==> config.mk <==
export PLATFORM = sky130hd
export DESIGN_NAME = weight_column_encoder_flat
export DESIGN_NICKNAME = d
export VERILOG_FILES = /design/src/rtl/weight_column_encoder_if.sv /design/src/rtl/weight_column_encoder.sv /design/src/flat_wrapper.sv
export SDC_FILE = /design/constraint.sdc
export NUM_CORES = 1
export LEC_CHECK = 0
export ABC_AREA = 1
export ABC_CLOCK_PERIOD_IN_PS = 7450
export CORE_MARGIN = 1
export CORE_UTILIZATION = 40
export DETAILED_ROUTE_END_ITERATION = 7
export MAX_ROUTING_LAYER = met4
export PLACE_DENSITY = 0.68
export SETUP_SLACK_MARGIN = 0.5
export SYNTH_ARGS = -nofsm -noshare
export SYNTH_HDL_FRONTEND = slang
export SYNTH_SLANG_ARGS = --single-unit
==> constraint.sdc <==
create_clock -name clk -period 7.45 [get_ports clk]
set_input_delay 1.1175 -clock clk [delete_from_list [all_inputs] [get_ports clk]]
set_output_delay 1.1175 -clock clk [all_outputs]
set_load 0.02 [all_outputs]
==> src/rtl/weight_column_encoder_if.sv <==
// Handshake and column-control bundle between the weight column encoder and the vertical MAC.
// The master modport is the encoder view; the slave modport is the producer/MAC environment view.
interface weight_column_encoder_if #(
  parameter int DATA_WIDTH = 8,
  parameter int VEC_LENGTH = 16,
  parameter int SEL_WIDTH  = 3
);
  logic                                     in_valid;
  logic                                     in_ready;
  logic [VEC_LENGTH-1:0][DATA_WIDTH-1:0]    weight;
  logic                                     out_valid;
  logic                                     out_ready;
  logic [VEC_LENGTH/2-1:0][SEL_WIDTH-1:0]   act_sel;
  logic [VEC_LENGTH/2-1:0]                  act_val;
  logic [VEC_LENGTH/8-1:0]                  is_skip_zero;
  logic [2:0]                               column_idx;
  logic                                     is_msb;
  logic                                     out_last;

  modport master (
    input  in_valid, weight, out_ready,
    output in_ready, out_valid, act_sel, act_val, is_skip_zero, column_idx, is_msb, out_last
  );

  modport slave (
    output in_valid, weight, out_ready,
    input  in_ready, out_valid, act_sel, act_val, is_skip_zero, column_idx, is_msb, out_last
  );
endinterface

==> src/rtl/weight_column_encoder.sv <==
// Walks the bit columns of a signed weight vector MSB to LSB and emits sparse activation-select controls.
// Optional macro ZERO_COLUMN_SKIP_EN suppresses all-zero columns other than column 0.
module weight_column_encoder #(
  parameter int DATA_WIDTH = 8,
  parameter int VEC_LENGTH = 16,
  parameter int SEL_WIDTH  = 3
) (
  input  logic                      clk,
  input  logic                      reset,
  weight_column_encoder_if.master   bus
);

  localparam int GROUPS = VEC_LENGTH / 8;

  typedef enum logic {IDLE, RUN} state_t;

  state_t                                state;
  logic [2:0]                            col;
  logic [VEC_LENGTH-1:0][DATA_WIDTH-1:0] weightReg;
  logic [2:0]                            firstCol;
  logic [2:0]                            nextCol;

`ifdef ZERO_COLUMN_SKIP_EN
  logic [DATA_WIDTH-1:0] storedNonZero;
  logic [DATA_WIDTH-1:0] incomingNonZero;

  // Highest non-zero column strictly below limit, falling back to column 0.
  function automatic logic [2:0] highestBelow(input logic [DATA_WIDTH-1:0] mask, input logic [3:0] limit);
    logic [2:0] r;
    r = '0;
    for (int c = 1; c < DATA_WIDTH; c++) begin
      if (mask[c] && (c < int'(limit))) r = 3'(c);
    end
    return r;
  endfunction

  always_comb begin
    storedNonZero   = '0;
    incomingNonZero = '0;
    for (int c = 0; c < DATA_WIDTH; c++) begin
      for (int i = 0; i < VEC_LENGTH; i++) begin
        storedNonZero[c]   = storedNonZero[c]   | weightReg[i][c];
        incomingNonZero[c] = incomingNonZero[c] | bus.weight[i][c];
      end
    end
  end

  assign firstCol = highestBelow(incomingNonZero, 4'(DATA_WIDTH));
  assign nextCol  = highestBelow(storedNonZero, {1'b0, col});
`else
  assign firstCol = 3'(DATA_WIDTH - 1);
  assign nextCol  = col - 3'd1;
`endif

  // in_ready/out_valid are registered alongside the state so they never glitch.
  always_ff @(posedge clk or negedge reset) begin
    if (!reset) begin
      state         <= IDLE;
      col           <= 3'(DATA_WIDTH - 1);
      weightReg     <= '0;
      bus.in_ready  <= 1'b1;
      bus.out_valid <= 1'b0;
    end else begin
      case (state)
        IDLE: begin
          if (bus.in_valid) begin
            weightReg     <= bus.weight;
            col           <= firstCol;
            state         <= RUN;
            bus.in_ready  <= 1'b0;
            bus.out_valid <= 1'b1;
          end
        end
        RUN: begin
          if (bus.out_ready) begin
            if (col == 3'd0) begin
              state         <= IDLE;
              bus.in_ready  <= 1'b1;
              bus.out_valid <= 1'b0;
            end else begin
              col <= nextCol;
            end
          end
        end
        default: begin
          state         <= IDLE;
          bus.in_ready  <= 1'b1;
          bus.out_valid <= 1'b0;
        end
      endcase
    end
  end

  logic [7:0] colBits;
  logic [7:0] chosen;
  logic       takeOnes;
  int         nextFree;
  int         m;

  // Each selector m reaches positions m..m+4, so a selected position p is given to the
  // lowest free selector that still reaches it; at most four positions are ever selected.
  always_comb begin
    bus.act_sel      = '0;
    bus.act_val      = '0;
    bus.is_skip_zero = '0;
    bus.out_last     = 1'b0;
    bus.column_idx   = col;
    bus.is_msb       = (col == 3'(DATA_WIDTH - 1));
    colBits          = '0;
    chosen           = '0;
    takeOnes         = 1'b0;
    nextFree         = 0;
    m                = 0;
    if (state == RUN) begin
      bus.out_last = (col == 3'd0);
      for (int g = 0; g < GROUPS; g++) begin
        for (int k = 0; k < 8; k++) colBits[k] = weightReg[8*g+k][col];
        takeOnes             = ($countones(colBits) <= 4);
        bus.is_skip_zero[g]  = takeOnes;
        chosen               = takeOnes ? colBits : ~colBits;
        nextFree             = 0;
        for (int k = 0; k < 8; k++) begin
          if (chosen[k]) begin
            m = ((k - 4) > nextFree) ? (k - 4) : nextFree;
            if (m < 4) begin
              bus.act_val[3'(4*g + m)] = 1'b1;
              bus.act_sel[3'(4*g + m)] = SEL_WIDTH'(k - m);
            end
            nextFree = m + 1;
          end
        end
      end
    end
  end

endmodule

==> src/flat_wrapper.sv <==
// flat-port wrapper written by rule: the top's interface ports become plain ports
module weight_column_encoder_flat 
#(
  parameter int DATA_WIDTH = 8,
  parameter int VEC_LENGTH = 16,
  parameter int SEL_WIDTH  = 3
)
  (clk, reset, bus_in_valid, bus_weight, bus_out_ready, bus_in_ready, bus_out_valid, bus_act_sel, bus_act_val, bus_is_skip_zero, bus_column_idx, bus_is_msb, bus_out_last);
  weight_column_encoder_if #(.DATA_WIDTH(DATA_WIDTH), .VEC_LENGTH(VEC_LENGTH), .SEL_WIDTH(SEL_WIDTH)) bus_i ();
  input  logic clk;
  input  logic reset;
  input wire logic [$bits(bus_i.in_valid)-1:0] bus_in_valid;
  input wire logic [$bits(bus_i.weight)-1:0] bus_weight;
  input wire logic [$bits(bus_i.out_ready)-1:0] bus_out_ready;
  output wire logic [$bits(bus_i.in_ready)-1:0] bus_in_ready;
  output wire logic [$bits(bus_i.out_valid)-1:0] bus_out_valid;
  output wire logic [$bits(bus_i.act_sel)-1:0] bus_act_sel;
  output wire logic [$bits(bus_i.act_val)-1:0] bus_act_val;
  output wire logic [$bits(bus_i.is_skip_zero)-1:0] bus_is_skip_zero;
  output wire logic [$bits(bus_i.column_idx)-1:0] bus_column_idx;
  output wire logic [$bits(bus_i.is_msb)-1:0] bus_is_msb;
  output wire logic [$bits(bus_i.out_last)-1:0] bus_out_last;
  assign bus_i.in_valid = bus_in_valid;
  assign bus_i.weight = bus_weight;
  assign bus_i.out_ready = bus_out_ready;
  assign bus_in_ready = bus_i.in_ready;
  assign bus_out_valid = bus_i.out_valid;
  assign bus_act_sel = bus_i.act_sel;
  assign bus_act_val = bus_i.act_val;
  assign bus_is_skip_zero = bus_i.is_skip_zero;
  assign bus_column_idx = bus_i.column_idx;
  assign bus_is_msb = bus_i.is_msb;
  assign bus_out_last = bus_i.out_last;
  weight_column_encoder #(.DATA_WIDTH(DATA_WIDTH), .VEC_LENGTH(VEC_LENGTH), .SEL_WIDTH(SEL_WIDTH)) u_core (.clk(clk), .reset(reset), .bus(bus_i));
endmodule
Word level (Yosys, flattened, before mapping)
Cells that the tools add are included.
{ "totals": {"ff_bits": 134, "out_inout_bits": 41, "word_cells": 418} }
{ "classes": {"addsub": 48, "magnitude_cmp": 59, "eq_ne": 5, "mux": 251, "bitwise": 17, "n_reduce_logical": 18} }
{ "ops": {"columns": ["op", "count"], "rows": [
  ["$mux W32", 40],
  ["$mux W24", 42],
  ["$lt A32 B4 Y1 const B", 14],
  ["$add A32 B2 Y32 const B", 12],
  ["$mux W8", 44],
  ["$bwmux W24", 14],
  ["$add A32 B32 Y32", 6],
  ["$gt A3 B32 Y1 const A", 6],
  ["$gt A1 B32 Y1 const A", 4],
  ["$gt A2 B32 Y1 const A", 4],
  ["$demux W3 S3", 14],
  ["$or A8 B8 Y8", 13],
  ["$lt A3 B5 Y1 const B", 14],
  ["$le A32 B4 Y1 const B", 2],
  ["$mux W3", 18],
  ["$bmux W1 S3", 16],
  ["$mux W1", 44],
  ["$demux W1 S3", 14],
  ["$ge A3 B1 Y1 const B", 14],
  ["$sub A3 B3 Y3 const A", 8],
  ["$add A3 B3 Y3 const A", 7],
  ["$add A1 B1 Y2", 8],
  ["$not A8 Y8", 2],
  ["$logic_and A1 B1 Y1", 14],
  ["other kinds (14)", 24]
]} }

Depth between registers and ports, before layout
{ "depth": {"word_depth": 77, "ltp_mapped": 43, "depth_no_buf": 41} }

Worst setup path after synthesis
Ideal clock, no wire load.
{ "synth_timing": {"path_kind": "register to output", "startpoint": "register u_core.col[0] (netlist: u_core.bus.column_idx[0])", "endpoint": "output port bus_act_sel[20]", "arrival_ps": 6367, "path_slack_ps": -35, "stages_incl_launch_ff": 32, "n_path_buf": 5, "cell_sequence": "dfstp_2 -> buf_6 -> buf_6 -> buf_6 -> clkbuf_1 -> clkbuf_1 -> o21ai_0 -> o22ai_1 -> nor2_1 -> a31oi_1 -> ha_1 -> fa_1 -> fa_1 -> ha_1 -> fa_1 -> o21ai_0 -> nand2_1 -> xnor2_1 -> or2_1 -> nand2_2 -> inv_1 -> ha_1 -> inv_1 -> o21ai_4 -> inv_2 -> ha_1 -> ha_1 -> nand2_1 -> nor3_2 -> inv_2 -> nor2_4 -> o31ai_1"} }
{ "synth_via": {"elab_chain_len": 77, "elab_cells_between_ends": 281, "cone_classes": "add/sub (47); order compare (58); mux (160); bitwise (2); reduce/logical (14)"} }
{ "synth_lines": {"columns": ["item", "line_no", "rtl"], "rows": [
  ["start, declared", "weight_column_encoder.sv:18", "logic [2:0] col;"],
  ["start signal, assigned", "weight_column_encoder.sv:59", "col <= 3'(DATA_WIDTH - 1);"],
  ["start signal, assigned", "weight_column_encoder.sv:68", "col <= firstCol;"],
  ["start signal, assigned", "weight_column_encoder.sv:81", "col <= nextCol;"],
  ["$bmux W1 S3", "weight_column_encoder.sv:117", "for (int k = 0; k < 8; k++) colBits[k] = weightReg[8*g+k][col];"],
  ["$mux W1 (implied by the code)", "weight_column_encoder.sv:117", null],
  ["$add A1 B1 Y2 (implied by the code)", "weight_column_encoder.sv:118", "takeOnes = ($countones(colBits) <= 4);"],
  ["$add A32 B32 Y32 (implied by the code) (2 in series)", "weight_column_encoder.sv:118", null],
  ["$le A32 B4 Y1", "weight_column_encoder.sv:118", null],
  ["$mux W8", "weight_column_encoder.sv:120", "chosen = takeOnes ? colBits : ~colBits;"],
  ["$mux W1", "weight_column_encoder.sv:123", "if (chosen[k]) begin"],
  ["$mux W32", "weight_column_encoder.sv:114", "if (state == RUN) begin"],
  ["[... 60 more ...]", null, null],
  ["$bwmux W24", "weight_column_encoder.sv:127", "bus.act_sel[3'(4*g + m)] = SEL_WIDTH'(k - m);"],
  ["$mux W24", "weight_column_encoder.sv:125", "if (m < 4) begin"],
  ["$mux W24", "weight_column_encoder.sv:123", null],
  ["$mux W24", "weight_column_encoder.sv:114", null],
  ["$bwmux W24", "weight_column_encoder.sv:127", null],
  ["$mux W24", "weight_column_encoder.sv:125", null],
  ["$mux W24 (*)", "weight_column_encoder.sv:123", null],
  ["$mux W24 (*)", "weight_column_encoder.sv:114", null],
  ["end, declared", "flat_wrapper.sv:17", "output wire logic [$bits(bus_i.act_sel)-1:0] bus_act_sel;"]
]} }
Mark *: on every way between the ends. The rest lies on a longest branch, timed or not. The select of a mux whose other input is x is not followed.

Worst setup path after layout
{ "layout_timing": {"startpoint": "register u_core.col[0] (netlist: u_core.bus.column_idx[0])", "endpoint": "output port bus_act_sel[6]"} }
Same word-level chain as after synthesis.

==> reports/qor.yml <==
setup_path:
  cp-start-kind: "flop"
  cpPeakStageDelay_ns: 0.58
  r2r_cells: 6
  required_ns: 6.33
  arrival_ns: 6.70
  end_kind: "primary output"
  path_class: "flop to primary output"
  crit_top_cell: "buf_4"
  worst_path_max_delay_cell: "dfstp_2"
  path_max_fanout: 8
worst_hold_path:
  min_path_cells: 2
  min_path_type: "flop to flop"
die:
  coreArea_mm2: 0.0202
  die_y_um: 146
  start_util_pct: 40.7
  die_area_mm2: 0.0212
  io_pins: 173
  die_width_um: 146
  row_count: 52
cts:
  cts_hold_buf: 0
  htree_levels: 4
  cts_tree: "yes"
  cts.clk_slew.worst_paths_ns: 0.06
  clockBufferDepth: 2
  cts_root_buffer: "clkbuf_16"
  clk_latency_ns: 0.43
  clock_sinks: 134
  numCtsBuffers: 17
job:
  max_cap_viol_count: 0
synth:
  ys.flop_type: "dfrtp_1"
  synth_edf_count: 0
  synth_warnings: 0
  yosysTopAreaCellShare_pct: 39.5
  ys_seq_area_share_pct: 40.8
  yosys-top-cells-area: "dfrtp_1 (39%), nand2_1 (20%), o21ai_0 (5.2%)"
  avgSynthCellArea_um2: 7.32
  ys_types: 47
  synth.net_count: 1291
  syn_inst: 1125
  synth_area_mm2: 0.00824
  synth_most_common_cell: "nand2_1"
  ys_top_cells_by_count: "nand2_1 (435), dfrtp_1 (130), nor2_1 (100), inv_1 (95), o21ai_0 (86)"
  yosys_register_bits: 134
  synth_top_area_cell: "dfrtp_1"
  ys_async_sr_fraction_pct: 100
drt:
  remaining_drc_errors: 0
  dr.pass1.iters: 6
  num_vias: 9191
  wl_per_cell_um: 17.5
  routed_wl_um: 30600
  via_per_inst: 5.24
  drt_iter0_markers: 642
  final_antenna_net_count: 0
global_routing:
  use_met2_pct: 46.6
  overflow: 0
  grtUsageMet1_pct: 35.8
  grt_pass1_vias: 9254
  grt_busiest_layer: "met2"
  grt_pass1_wl_um: 47200
  grt_max_degree: 110
  grt.total_usage_pct: 29.1
  antenna_found_initial: 0
  grtUsageMet3_pct: 4.70
placement:
  place_hpwl_um: 16500
  gp_congestion: 0.942
  port-buffer-count: 172
final_layout:
  syn_to_final_growth_pct: 62.7
  drive_above_1_share_pct: 32.6
  fin_nets: 1637
  multi_input_area_mm2: 0.00499
  diodes: 0
  n_fill_cell: 1537
  seq_area_mm2: 0.00336
timing:
  finalWorstSetupSlack_ns: -0.372
  slew_headroom_pct: 15.5
  period_needed_ns: 7.82
  rsz0062_at_grt: "yes"
  max_freq_mhz: 128
  slew_violations: 0
  worstMarginPinSlew_ns: 1.27
  clock_skew_ns: 0.0108
  finalHoldViolations: 0
  finalCritPeriodShare_pct: 105
  final-setup-viol-count: 30
  fin_setup_tns_ns: -6.69
run_status:
  violations: "setup timing"
  status: "complete, but fails checks"
area by class of cell:
type | instances | share of cell area (%)
clock inverter | 8 | 0.905
inverter | 110 | 3.37
clock buffer | 23 | 3.64
multi-input combinational | 825 | 37.3
tap | 270 | 2.52
timing repair buffer | 383 | 27.3
sequential | 134 | 25.1
logic make-up after synthesis:
group                      count (synthesis)  synth area share, %
adders and majority gates                 34                 5.89
AOI/OAI and AO/OA                        154                 11.3
DFF                                      134                 40.8
buffers and inverters                    166                 8.82
xor gates and xnor gates                  10                 1.61
and+or+nand+nor                          627                 31.7
registers in the layout, indices dropped and copies added, names as in the netlist:
register	count
u_core.bus.column_idx	3
u_core.bus.in_ready	1
u_core.weightReg	128
u_core.bus.out_valid	1
u_core.state	1
routing by layer:
layer	part of all wire, %	routed length (µm)
met5	0	0
met4	5.0	1530
met3	6.7	2040
met2	48	14600
met1	41	12500
metrics by stage:
stage / area, µm² / cells / worst slack (ns) / hold slack [ns] / util [%]
2_1_floorplan: 8450 / 1125 / 0.435 / 0.444 / -
3_3_place_gp: 10600 / 1553 / 0.0513 / 0.456 / 52.3
3_5_place_dp: 10600 / 1553 / -0.182 / 0.458 / 52.3
4_1_cts: 12800 / 1733 / 0.0136 / 0.469 / 63.2
5_1_grt: 13400 / 1753 / -0.578 / 0.491 / 66.3
6_report: 13400 / 1753 / -0.372 / 0.465 / 66.3
cell usage in the layout, fill, tap and decap left out, drive strengths merged, types with 4 or more instances in the layout:
cell type	count
o21ai	93
inv	107
ha	26
o31ai	4
dfrtp	130
clkinv	4
fa	8
o22ai	7
buf	241
a31oi	7
clkinvlp	4
nor3	6
xor2	7
or2	4
a21oi	17
clkbuf	24
o221ai	10
nand2	455
nand4	8
o211ai	11
nor2	108
dfstp	4
nand3	42
clkdlybuf4s50	139
worst paths after layout:
kind	from	end	slack, ns
setup reg to reg	u_core.state	u_core.weightReg[22]	3.95
hold reg to reg	u_core.bus.in_ready	u_core.bus.in_ready	0.46
hold / removal	u_core.bus.in_ready	u_core.bus.in_ready	0.46
min in group asynchronous	reset	u_core.weightReg[94]	0.72
max in group asynchronous	reset	u_core.weightReg[59]	5.44
setup / recovery	u_core.bus.column_idx[0]	bus_act_sel[6]	-0.37
critical path, delay by kind of cell, from the launching register on:
kind                   cells  cell delay [ns]
buffers and inverters     36             4.58
AO/OA/AOI/OAI              4             0.63
XOR/XNOR                   1             0.15
flip-flops                 1             0.58
AND/OR/NAND/NOR            3             0.34
repair_timing:
action | in CTS | in global routing
endpoints found under the setup margin | 32 | 32
cloned | 5 | 0
pin swaps | 34 | 54
resized for setup | 272 | 128
buffers inserted | 144 | 20
Power is not shown: default switching activity piles up to over one toggle a cycle in this logic, so the estimate is an artifact.
